`src/rtl/axi_burst_pkg.sv`:
```
// Shared AXI4 encodings and the burst writer state type.
package axi_burst_pkg;

    localparam logic [1:0] BURST_FIXED = 2'b00;
    localparam logic [1:0] BURST_INCR  = 2'b01;
    localparam logic [1:0] BURST_WRAP  = 2'b10;

    localparam logic [1:0] RESP_OKAY   = 2'b00;
    localparam logic [1:0] RESP_EXOKAY = 2'b01;
    localparam logic [1:0] RESP_SLVERR = 2'b10;
    localparam logic [1:0] RESP_DECERR = 2'b11;

    localparam int AXI_ID_W = 4;

    typedef enum logic [2:0] {
        ST_IDLE,
        ST_ADDR,
        ST_DATA,
        ST_RESP,
        ST_DONE
    } writer_state_t;

endpackage

```
`src/rtl/s_axi_bus.sv`:
```
// AXI4-Full bus bundle shared by the burst writer and the memory slave.
interface s_axi_bus
    import axi_burst_pkg::*;
#(
    parameter int DATA_W = 32,
    parameter int ADDR_W = 8
);
    logic [AXI_ID_W-1:0] awid;
    logic [ADDR_W-1:0]   awaddr;
    logic [7:0]          awlen;
    logic [2:0]          awsize;
    logic [1:0]          awburst;
    logic                awlock;
    logic                awvalid;
    logic                awready;
    logic [DATA_W-1:0]   wdata;
    logic [DATA_W/8-1:0] wstrb;
    logic                wlast;
    logic                wvalid;
    logic                wready;
    logic [AXI_ID_W-1:0] bid;
    logic [1:0]          bresp;
    logic                bvalid;
    logic                bready;
    logic [AXI_ID_W-1:0] arid;
    logic [ADDR_W-1:0]   araddr;
    logic [7:0]          arlen;
    logic [2:0]          arsize;
    logic [1:0]          arburst;
    logic                arvalid;
    logic                arready;
    logic [AXI_ID_W-1:0] rid;
    logic [DATA_W-1:0]   rdata;
    logic [1:0]          rresp;
    logic                rlast;
    logic                rvalid;
    logic                rready;

    modport master (
        output awid, awaddr, awlen, awsize, awburst, awlock, awvalid,
        input  awready,
        output wdata, wstrb, wlast, wvalid,
        input  wready,
        input  bid, bresp, bvalid,
        output bready,
        output arid, araddr, arlen, arsize, arburst, arvalid,
        input  arready,
        input  rid, rdata, rresp, rlast, rvalid,
        output rready
    );

    modport slave (
        input  awid, awaddr, awlen, awsize, awburst, awlock, awvalid,
        output awready,
        input  wdata, wstrb, wlast, wvalid,
        output wready,
        output bid, bresp, bvalid,
        input  bready,
        input  arid, araddr, arlen, arsize, arburst, arvalid,
        output arready,
        output rid, rdata, rresp, rlast, rvalid,
        input  rready
    );
endinterface

```
`src/rtl/stream_to_axi_burst_writer.sv`:
```
// Splits a streamed job into INCR bursts and writes it over AXI4 AW/W/B.
// Handshakes: a transfer happens on a rising clk edge where valid & ready are both high.
module stream_to_axi_burst_writer
    import axi_burst_pkg::*;
#(
    parameter int C_M_AXI_DATA_WIDTH = 32,
    parameter int C_M_AXI_ADDR_WIDTH = 8,
    parameter int BURST_LEN          = 16,
    parameter int AXI_ID             = 0,
    parameter int CNT_WIDTH          = 16
) (
    input  logic                          clk,
    input  logic                          rst,
    input  logic                          i_start,
    input  logic [C_M_AXI_ADDR_WIDTH-1:0] i_base_address,
    input  logic [CNT_WIDTH-1:0]          i_num_words,
    input  logic [C_M_AXI_DATA_WIDTH-1:0] i_data,
    input  logic                          i_valid,
    output logic                          o_ready,
    output logic                          o_busy,
    output logic                          o_done,
    output logic                          o_error,
    s_axi_bus.master                      m_axi
);
    localparam int BYTES = C_M_AXI_DATA_WIDTH / 8;
    localparam int SIZE  = $clog2(BYTES);

    writer_state_t                 state;
    logic [C_M_AXI_ADDR_WIDTH-1:0] addr_q;
    logic [CNT_WIDTH-1:0]          remaining_q;
    logic [7:0]                    awlen_q;
    logic [7:0]                    beat_q;
    logic                          awvalid_q;
    logic                          bready_q;

    function automatic logic [7:0] burst_awlen(input logic [CNT_WIDTH-1:0] rem);
        if (rem >= CNT_WIDTH'(BURST_LEN))
            return 8'(BURST_LEN - 1);
        return 8'(rem - 1'b1);
    endfunction

    logic [8:0]                    beats;
    logic [CNT_WIDTH-1:0]          remaining_next;
    logic [C_M_AXI_ADDR_WIDTH-1:0] addr_next;
    logic                          in_data;
    logic                          last_beat;
    logic                          w_hs;

    assign beats          = {1'b0, awlen_q} + 9'd1;
    assign remaining_next = remaining_q - CNT_WIDTH'(beats);
    // Wraps modulo the address width; no 4 KB boundary split.
    assign addr_next      = addr_q + (C_M_AXI_ADDR_WIDTH'(beats) << SIZE);
    assign in_data        = (state == ST_DATA);
    assign last_beat      = in_data && (beat_q == awlen_q);
    assign w_hs           = m_axi.wvalid && m_axi.wready;

    always_ff @(posedge clk) begin
        if (rst) begin
            state       <= ST_IDLE;
            addr_q      <= '0;
            remaining_q <= '0;
            awlen_q     <= '0;
            beat_q      <= '0;
            awvalid_q   <= 1'b0;
            bready_q    <= 1'b0;
            o_busy      <= 1'b0;
            o_done      <= 1'b0;
            o_error     <= 1'b0;
        end else begin
            o_done <= 1'b0;
            case (state)
                ST_IDLE: begin
                    if (i_start) begin
                        addr_q      <= i_base_address;
                        remaining_q <= i_num_words;
                        awlen_q     <= burst_awlen(i_num_words);
                        o_error     <= 1'b0;
                        o_busy      <= 1'b1;
                        if (i_num_words == '0) begin
                            state <= ST_DONE;
                        end else begin
                            state     <= ST_ADDR;
                            awvalid_q <= 1'b1;
                        end
                    end
                end
                ST_ADDR: begin
                    if (m_axi.awready) begin
                        awvalid_q <= 1'b0;
                        beat_q    <= '0;
                        state     <= ST_DATA;
                    end
                end
                ST_DATA: begin
                    if (w_hs) begin
                        beat_q <= beat_q + 8'd1;
                        if (last_beat) begin
                            bready_q <= 1'b1;
                            state    <= ST_RESP;
                        end
                    end
                end
                ST_RESP: begin
                    if (m_axi.bvalid) begin
                        bready_q    <= 1'b0;
                        remaining_q <= remaining_next;
                        addr_q      <= addr_next;
                        if (m_axi.bresp != RESP_OKAY)
                            o_error <= 1'b1;
                        if (remaining_next == '0) begin
                            state <= ST_DONE;
                        end else begin
                            awlen_q   <= burst_awlen(remaining_next);
                            awvalid_q <= 1'b1;
                            state     <= ST_ADDR;
                        end
                    end
                end
                ST_DONE: begin
                    o_done <= 1'b1;
                    o_busy <= 1'b0;
                    state  <= ST_IDLE;
                end
                default: state <= ST_IDLE;
            endcase
        end
    end

    assign m_axi.awid    = AXI_ID_W'(AXI_ID);
    assign m_axi.awaddr  = addr_q;
    assign m_axi.awlen   = awlen_q;
    assign m_axi.awsize  = 3'(SIZE);
    assign m_axi.awburst = BURST_INCR;
    assign m_axi.awlock  = 1'b0;
    assign m_axi.awvalid = awvalid_q;

    // W is a straight pass-through of the stream, gated to the DATA state.
    assign m_axi.wdata   = i_data;
    assign m_axi.wstrb   = '1;
    assign m_axi.wlast   = last_beat;
    assign m_axi.wvalid  = in_data && i_valid;
    assign o_ready       = in_data && m_axi.wready;

    assign m_axi.bready  = bready_q;

    assign m_axi.arid    = '0;
    assign m_axi.araddr  = '0;
    assign m_axi.arlen   = '0;
    assign m_axi.arsize  = '0;
    assign m_axi.arburst = '0;
    assign m_axi.arvalid = 1'b0;
    assign m_axi.rready  = 1'b0;

    logic unused_read_side;
    assign unused_read_side = ^{m_axi.bid, m_axi.arready, m_axi.rid, m_axi.rdata,
                                m_axi.rresp, m_axi.rlast, m_axi.rvalid};

endmodule

```
`src/flat_wrapper.sv`:
```
// flat-port wrapper written by rule: the top's interface ports become plain ports
module stream_to_axi_burst_writer_flat import axi_burst_pkg::*;
#(
    parameter int C_M_AXI_DATA_WIDTH = 32,
    parameter int C_M_AXI_ADDR_WIDTH = 8,
    parameter int BURST_LEN          = 16,
    parameter int AXI_ID             = 0,
    parameter int CNT_WIDTH          = 16
)
  (clk, rst, i_start, i_base_address, i_num_words, i_data, i_valid, o_ready, o_busy, o_done, o_error, m_axi_awid, m_axi_awaddr, m_axi_awlen, m_axi_awsize, m_axi_awburst, m_axi_awlock, m_axi_awvalid, m_axi_awready, m_axi_wdata, m_axi_wstrb, m_axi_wlast, m_axi_wvalid, m_axi_wready, m_axi_bid, m_axi_bresp, m_axi_bvalid, m_axi_bready, m_axi_arid, m_axi_araddr, m_axi_arlen, m_axi_arsize, m_axi_arburst, m_axi_arvalid, m_axi_arready, m_axi_rid, m_axi_rdata, m_axi_rresp, m_axi_rlast, m_axi_rvalid, m_axi_rready);
  s_axi_bus #(.DATA_W((32)), .ADDR_W((8))) m_axi_i ();
  input  logic clk;
  input  logic rst;
  input  logic i_start;
  input  logic [C_M_AXI_ADDR_WIDTH-1:0] i_base_address;
  input  logic [CNT_WIDTH-1:0] i_num_words;
  input  logic [C_M_AXI_DATA_WIDTH-1:0] i_data;
  input  logic i_valid;
  output logic o_ready;
  output logic o_busy;
  output logic o_done;
  output logic o_error;
  output wire logic [$bits(m_axi_i.awid)-1:0] m_axi_awid;
  output wire logic [$bits(m_axi_i.awaddr)-1:0] m_axi_awaddr;
  output wire logic [$bits(m_axi_i.awlen)-1:0] m_axi_awlen;
  output wire logic [$bits(m_axi_i.awsize)-1:0] m_axi_awsize;
  output wire logic [$bits(m_axi_i.awburst)-1:0] m_axi_awburst;
  output wire logic [$bits(m_axi_i.awlock)-1:0] m_axi_awlock;
  output wire logic [$bits(m_axi_i.awvalid)-1:0] m_axi_awvalid;
  input wire logic [$bits(m_axi_i.awready)-1:0] m_axi_awready;
  output wire logic [$bits(m_axi_i.wdata)-1:0] m_axi_wdata;
  output wire logic [$bits(m_axi_i.wstrb)-1:0] m_axi_wstrb;
  output wire logic [$bits(m_axi_i.wlast)-1:0] m_axi_wlast;
  output wire logic [$bits(m_axi_i.wvalid)-1:0] m_axi_wvalid;
  input wire logic [$bits(m_axi_i.wready)-1:0] m_axi_wready;
  input wire logic [$bits(m_axi_i.bid)-1:0] m_axi_bid;
  input wire logic [$bits(m_axi_i.bresp)-1:0] m_axi_bresp;
  input wire logic [$bits(m_axi_i.bvalid)-1:0] m_axi_bvalid;
  output wire logic [$bits(m_axi_i.bready)-1:0] m_axi_bready;
  output wire logic [$bits(m_axi_i.arid)-1:0] m_axi_arid;
  output wire logic [$bits(m_axi_i.araddr)-1:0] m_axi_araddr;
  output wire logic [$bits(m_axi_i.arlen)-1:0] m_axi_arlen;
  output wire logic [$bits(m_axi_i.arsize)-1:0] m_axi_arsize;
  output wire logic [$bits(m_axi_i.arburst)-1:0] m_axi_arburst;
  output wire logic [$bits(m_axi_i.arvalid)-1:0] m_axi_arvalid;
  input wire logic [$bits(m_axi_i.arready)-1:0] m_axi_arready;
  input wire logic [$bits(m_axi_i.rid)-1:0] m_axi_rid;
  input wire logic [$bits(m_axi_i.rdata)-1:0] m_axi_rdata;
  input wire logic [$bits(m_axi_i.rresp)-1:0] m_axi_rresp;
  input wire logic [$bits(m_axi_i.rlast)-1:0] m_axi_rlast;
  input wire logic [$bits(m_axi_i.rvalid)-1:0] m_axi_rvalid;
  output wire logic [$bits(m_axi_i.rready)-1:0] m_axi_rready;
  assign m_axi_awid = m_axi_i.awid;
  assign m_axi_awaddr = m_axi_i.awaddr;
  assign m_axi_awlen = m_axi_i.awlen;
  assign m_axi_awsize = m_axi_i.awsize;
  assign m_axi_awburst = m_axi_i.awburst;
  assign m_axi_awlock = m_axi_i.awlock;
  assign m_axi_awvalid = m_axi_i.awvalid;
  assign m_axi_i.awready = m_axi_awready;
  assign m_axi_wdata = m_axi_i.wdata;
  assign m_axi_wstrb = m_axi_i.wstrb;
  assign m_axi_wlast = m_axi_i.wlast;
  assign m_axi_wvalid = m_axi_i.wvalid;
  assign m_axi_i.wready = m_axi_wready;
  assign m_axi_i.bid = m_axi_bid;
  assign m_axi_i.bresp = m_axi_bresp;
  assign m_axi_i.bvalid = m_axi_bvalid;
  assign m_axi_bready = m_axi_i.bready;
  assign m_axi_arid = m_axi_i.arid;
  assign m_axi_araddr = m_axi_i.araddr;
  assign m_axi_arlen = m_axi_i.arlen;
  assign m_axi_arsize = m_axi_i.arsize;
  assign m_axi_arburst = m_axi_i.arburst;
  assign m_axi_arvalid = m_axi_i.arvalid;
  assign m_axi_i.arready = m_axi_arready;
  assign m_axi_i.rid = m_axi_rid;
  assign m_axi_i.rdata = m_axi_rdata;
  assign m_axi_i.rresp = m_axi_rresp;
  assign m_axi_i.rlast = m_axi_rlast;
  assign m_axi_i.rvalid = m_axi_rvalid;
  assign m_axi_rready = m_axi_i.rready;
  stream_to_axi_burst_writer #(.C_M_AXI_DATA_WIDTH(C_M_AXI_DATA_WIDTH), .C_M_AXI_ADDR_WIDTH(C_M_AXI_ADDR_WIDTH), .BURST_LEN(BURST_LEN), .AXI_ID(AXI_ID), .CNT_WIDTH(CNT_WIDTH)) u_core (.clk(clk), .rst(rst), .i_start(i_start), .i_base_address(i_base_address), .i_num_words(i_num_words), .i_data(i_data), .i_valid(i_valid), .o_ready(o_ready), .o_busy(o_busy), .o_done(o_done), .o_error(o_error), .m_axi(m_axi_i));
endmodule
```
`config.mk`:
```
export PLATFORM = sky130hd
export DESIGN_NAME = stream_to_axi_burst_writer_flat
export DESIGN_NICKNAME = d
export VERILOG_FILES = /design/src/rtl/axi_burst_pkg.sv /design/src/rtl/s_axi_bus.sv /design/src/rtl/stream_to_axi_burst_writer.sv /design/src/flat_wrapper.sv
export SDC_FILE = /design/constraint.sdc
export NUM_CORES = 1
export LEC_CHECK = 0
export CORE_ASPECT_RATIO = 1.4
export CORE_MARGIN = 5
export CORE_UTILIZATION = 42
export CTS_BUF_LIST = sky130_fd_sc_hd__clkbuf_8
export DETAILED_ROUTE_END_ITERATION = 16
export GPL_TIMING_DRIVEN = 0
export PLACE_DENSITY = 0.88
export SYNTH_ARGS = -nofsm -noshare
export SYNTH_HDL_FRONTEND = slang
export SYNTH_SLANG_ARGS = --single-unit
```
`constraint.sdc`:
```
create_clock -name clk -period 4 [get_ports clk]
set_input_delay 0.6 -clock clk [delete_from_list [all_inputs] [get_ports clk]]
set_output_delay 0.6 -clock clk [all_outputs]
set_load 0.03 [all_outputs]
```
==> run summary <==
Hold Path Class: flop to flop
Origin of the critical flop-to-flop path: u_core.m_axi.awlen[0]
Setup Slack @ Placement: 0.0830 ns
DR WL/cell: 15.4 um
Die W: 94.3 um
Dominant combinational cell family by area after synthesis: simple AND/OR/NAND/NOR gates
Pwr Density: 466 nW/um^2
Slowest CP cell: a2111oi_0
Critical path launch point type: flop
Max frequency: 267 MHz
Htree depth: 2
Largest net degree at the start of global routing: 14
Die Ht: 128 um
CP peak stage delay: 0.48 ns
HPWL after DPL: 10,000 um
Count leader, synth: buf_4
Adder-Cell Fraction of Synth Area: 0.0634
Top cells by area, synth: dfxtp_1 23%, buf_4 13%, xnor2_1 5.4%
Flop and latch count out of synthesis: 48
Vias per cell: 5.29
GPL Wtd Cong: 0.963
Post-synthesis sequential area ratio: 0.230
Initial cell density of the core: 0.425
First-pass GRT wire length: 19,500 um
CTS Buf Count: 5
Synthesized area per cell: 7.83 sq um
Slew HR: 0.449
Crit Path Category: flop to flop
GRT Resource Usage Total: 0.200
Switch share: 0.479
Root buf cell: clkbuf_8
Worst R2R Path Depth: 13
Max-slew violation count: 0
Clock transition at the registers of the reported paths: 0.08 ns
Clock skew: 0.0123 ns
Fin nets: 798
Diode count: 0
Required @ worst endpoint: 4.24 ns
R2r endpoint: u_core.m_axi.awlen[7]
Cells along the critical path: ha_1 > nand3_1 > xnor2_2 > inv_1 > ha_1 > o211ai_1 > a21o_1 > a2111oi_0 > nor3b_1 > a2111oi_2 > o211ai_1 > o211a_1 > nor3_1
Pin slew with the least headroom to its limit: 0.821 ns
Hold Path End: u_core.o_error
Synth area leader: dfxtp_1
Sequential share of power: 0.246
Design area: 5540 sq um
Complex-gate fraction of the synthesized area: 0.213
# clock sinks: 48
Max Cap Viol: 0
Gr ovfl total: 0
Drt drc: 0
Hold Slack: 0.461 ns
Top post-synthesis cells by count: 73 x buf_4, 59 x nor2_1, 48 x dfxtp_1, 41 x nand2_1, 37 x a21oi_1
Synth Area in XOR/XNOR: 0.0775
Tmin final: 3.75 ns
Share of cells above drive strength 1: 0.169
Netlist cell types: 66
CP Capture Type: flop
Hold depth: 2
Mux contribution to synthesized area: 0.0290
Synth Warn #: 0
Final worst setup slack: 0.251 ns
Arrival time worst endpoint: 3.99 ns
Worst R2R Setup Slack: 0.25 ns
Post-synthesis cell area: 4180 sq um
Port bufs: 87
Int Power: 1350 uW
Final hold viol count: 0
Synth-to-layout area growth: 32.4%
Post-synthesis cell count: 534
Drt pass-1 iters: 5
Routed Antenna Nets: 0
Crit path max fanout: 7
Clock power frac: 0.121
Clock tree from TritonCTS: yes
Io pins: 207
Pleak: 0.00231 uW
Antenna violations before repair: 0
Crit share post-route: 0.937
Core ar.: 9850 sq um
Vias in the first global route: 4,309
Peak VDD IR: 0.286 mV
Post-synth EDFFs: 0
Yosys top cell area share: 0.230
Status: finished, final reports clean
Fraction of registers with async set/reset: 0
Setup violations, final: 0
Clk_lat worst skew: 0.32 ns
Starting DRC count in detailed routing: 293
Vias post-DR: 4,256
Hold Startpoint: u_core.o_error
FP Rows: 43
DRT Wirelength: 12,400 um
Bufs on Longest Clock Path: 2
Area post-placement: 5370 sq um
Combinational power share: 0.633
Psw: 1240 uW
Simple-gate share of the synthesized area: 0.218
Die Area: 12,100 sq um
Ys flop type: dfxtp_1
state kept, by name, indices dropped and copies added (netlist names):
signal and cells:
u_core.remaining_q 16, u_core.m_axi.awvalid 1, u_core.m_axi.awaddr 8, u_core.m_axi.awlen 8
u_core.o_error 1, u_core.o_busy 1, u_core.beat_q 8, u_core.o_done 1
u_core.state 3, u_core.m_axi.bready 1
critical path, delay by kind of cell (launching register included):
kind                       cells  cell delay, ns
adders and majority gates      2            0.61
DFF                            1            0.41
buffers and inverters          1            0.07
xor gates and xnor gates       1            0.26
AOI/OAI and AO/OA              6            1.75
and+or+nand+nor                3            0.56
worst max-delay path by stage:
stage	startpoint	end	slack, ns	depth (start not counted)
2_1_floorplan	u_core.m_axi.awlen[0]	u_core.m_axi.awlen[4]	0.44	13
3_3_place_gp	u_core.m_axi.awlen[4]	u_core.m_axi.awlen[5]	0.14	13
3_5_place_dp	u_core.m_axi.awlen[4]	u_core.m_axi.awlen[7]	0.08	13
4_1_cts	u_core.m_axi.awlen[4]	u_core.m_axi.awlen[7]	0.07	13
5_1_grt	u_core.m_axi.awlen[4]	u_core.m_axi.awlen[7]	-0.01	13
6_report	u_core.m_axi.awlen[0]	u_core.m_axi.awlen[7]	0.25	13
power groups by stage:
stage | sequential (uW) | combinational [uW] | clock [uW]
final | 636 | 1630 | 312
after global routing | 647 | 1770 | 331
after CTS | 630 | 1560 | 313
after detailed placement | 640 | 1550 | 0
after global placement | 637 | 1510 | 0
after floorplan | 694 | 1100 | 0
layer usage:
layer | share of wire | track usage | vias to the layer above | wire length (um)
li1 | - | - | 2043 | -
met1 | 0.38 | 0.222 | 1927 | 4680
met2 | 0.50 | 0.342 | 239 | 6150
met3 | 0.085 | 0.0423 | 47 | 1060
met4 | 0.043 | 0.132 | 0 | 532
met5 | 0 | 0 | - | 0
layout by cell type (no fill, tap or decap), drive strengths merged, types with 3 or more instances in the layout:
master	synthesis	layout
a2111oi	6	6
a211oi	14	14
a21o	5	5
a21oi	37	37
a221oi	6	6
a22oi	4	4
a311oi	4	4
and2	5	5
and3	4	4
and4	3	3
buf	76	77
clkbuf	17	23
clkdlybuf4s50	0	87
conb	2	41
dfxtp	48	48
ha	18	18
inv	18	20
mux2i	11	11
nand2	42	42
nand2b	8	8
nand3	12	12
nand4	5	5
nor2	59	59
nor3	17	17
nor4	6	6
o211ai	8	8
o21ai	20	20
or3	9	9
xnor2	26	26
xor2	11	11
cell families (layout without fill, tap and decap cells):
| logic type | Yosys count | after routing |
|---|---|---|
| other cells | 2 | 41 |
| simple gates | 181 | 181 |
| fa+ha+maj | 20 | 20 |
| xor+xnor | 37 | 37 |
| mux | 12 | 12 |
| buf+inv | 111 | 207 |
| flops | 48 | 48 |
| compound gates | 123 | 123 |
layout make-up:
class                   instances  area, sq um
clock buffers                   6         82.6
well taps                     135          169
inverters                      18         67.6
fillers                       895         4310
flip-flops and latches         48          965
clock inverters                 2         7.51
repair buffers                 88          878
multi-input cells             414         2740
plain buffers                  93          632
what timing repair did:
item / in CTS / in global routing
hold buffers: 0 / 0
buffers inserted: 0 / 1
endpoints found under the setup margin: 0 / 10
resized for setup: 0 / 14
metrics by stage:
| stage | instances | total power [uW] | setup TNS (ns) | utilization |
|---|---|---|---|---|
| 2_1_floorplan | 573 | 1790 | 0 | - |
| 4_1_cts | 803 | 2500 | 0 | 0.554 |
| 3_3_place_gp | 795 | 2150 | 0 | 0.545 |
| 3_5_place_dp | 795 | 2190 | 0 | 0.545 |
| 5_1_grt | 804 | 2750 | -0.0145 | 0.562 |
| 6_report | 804 | 2580 | 0 | 0.562 |
(Power assumes the default switching activity.)
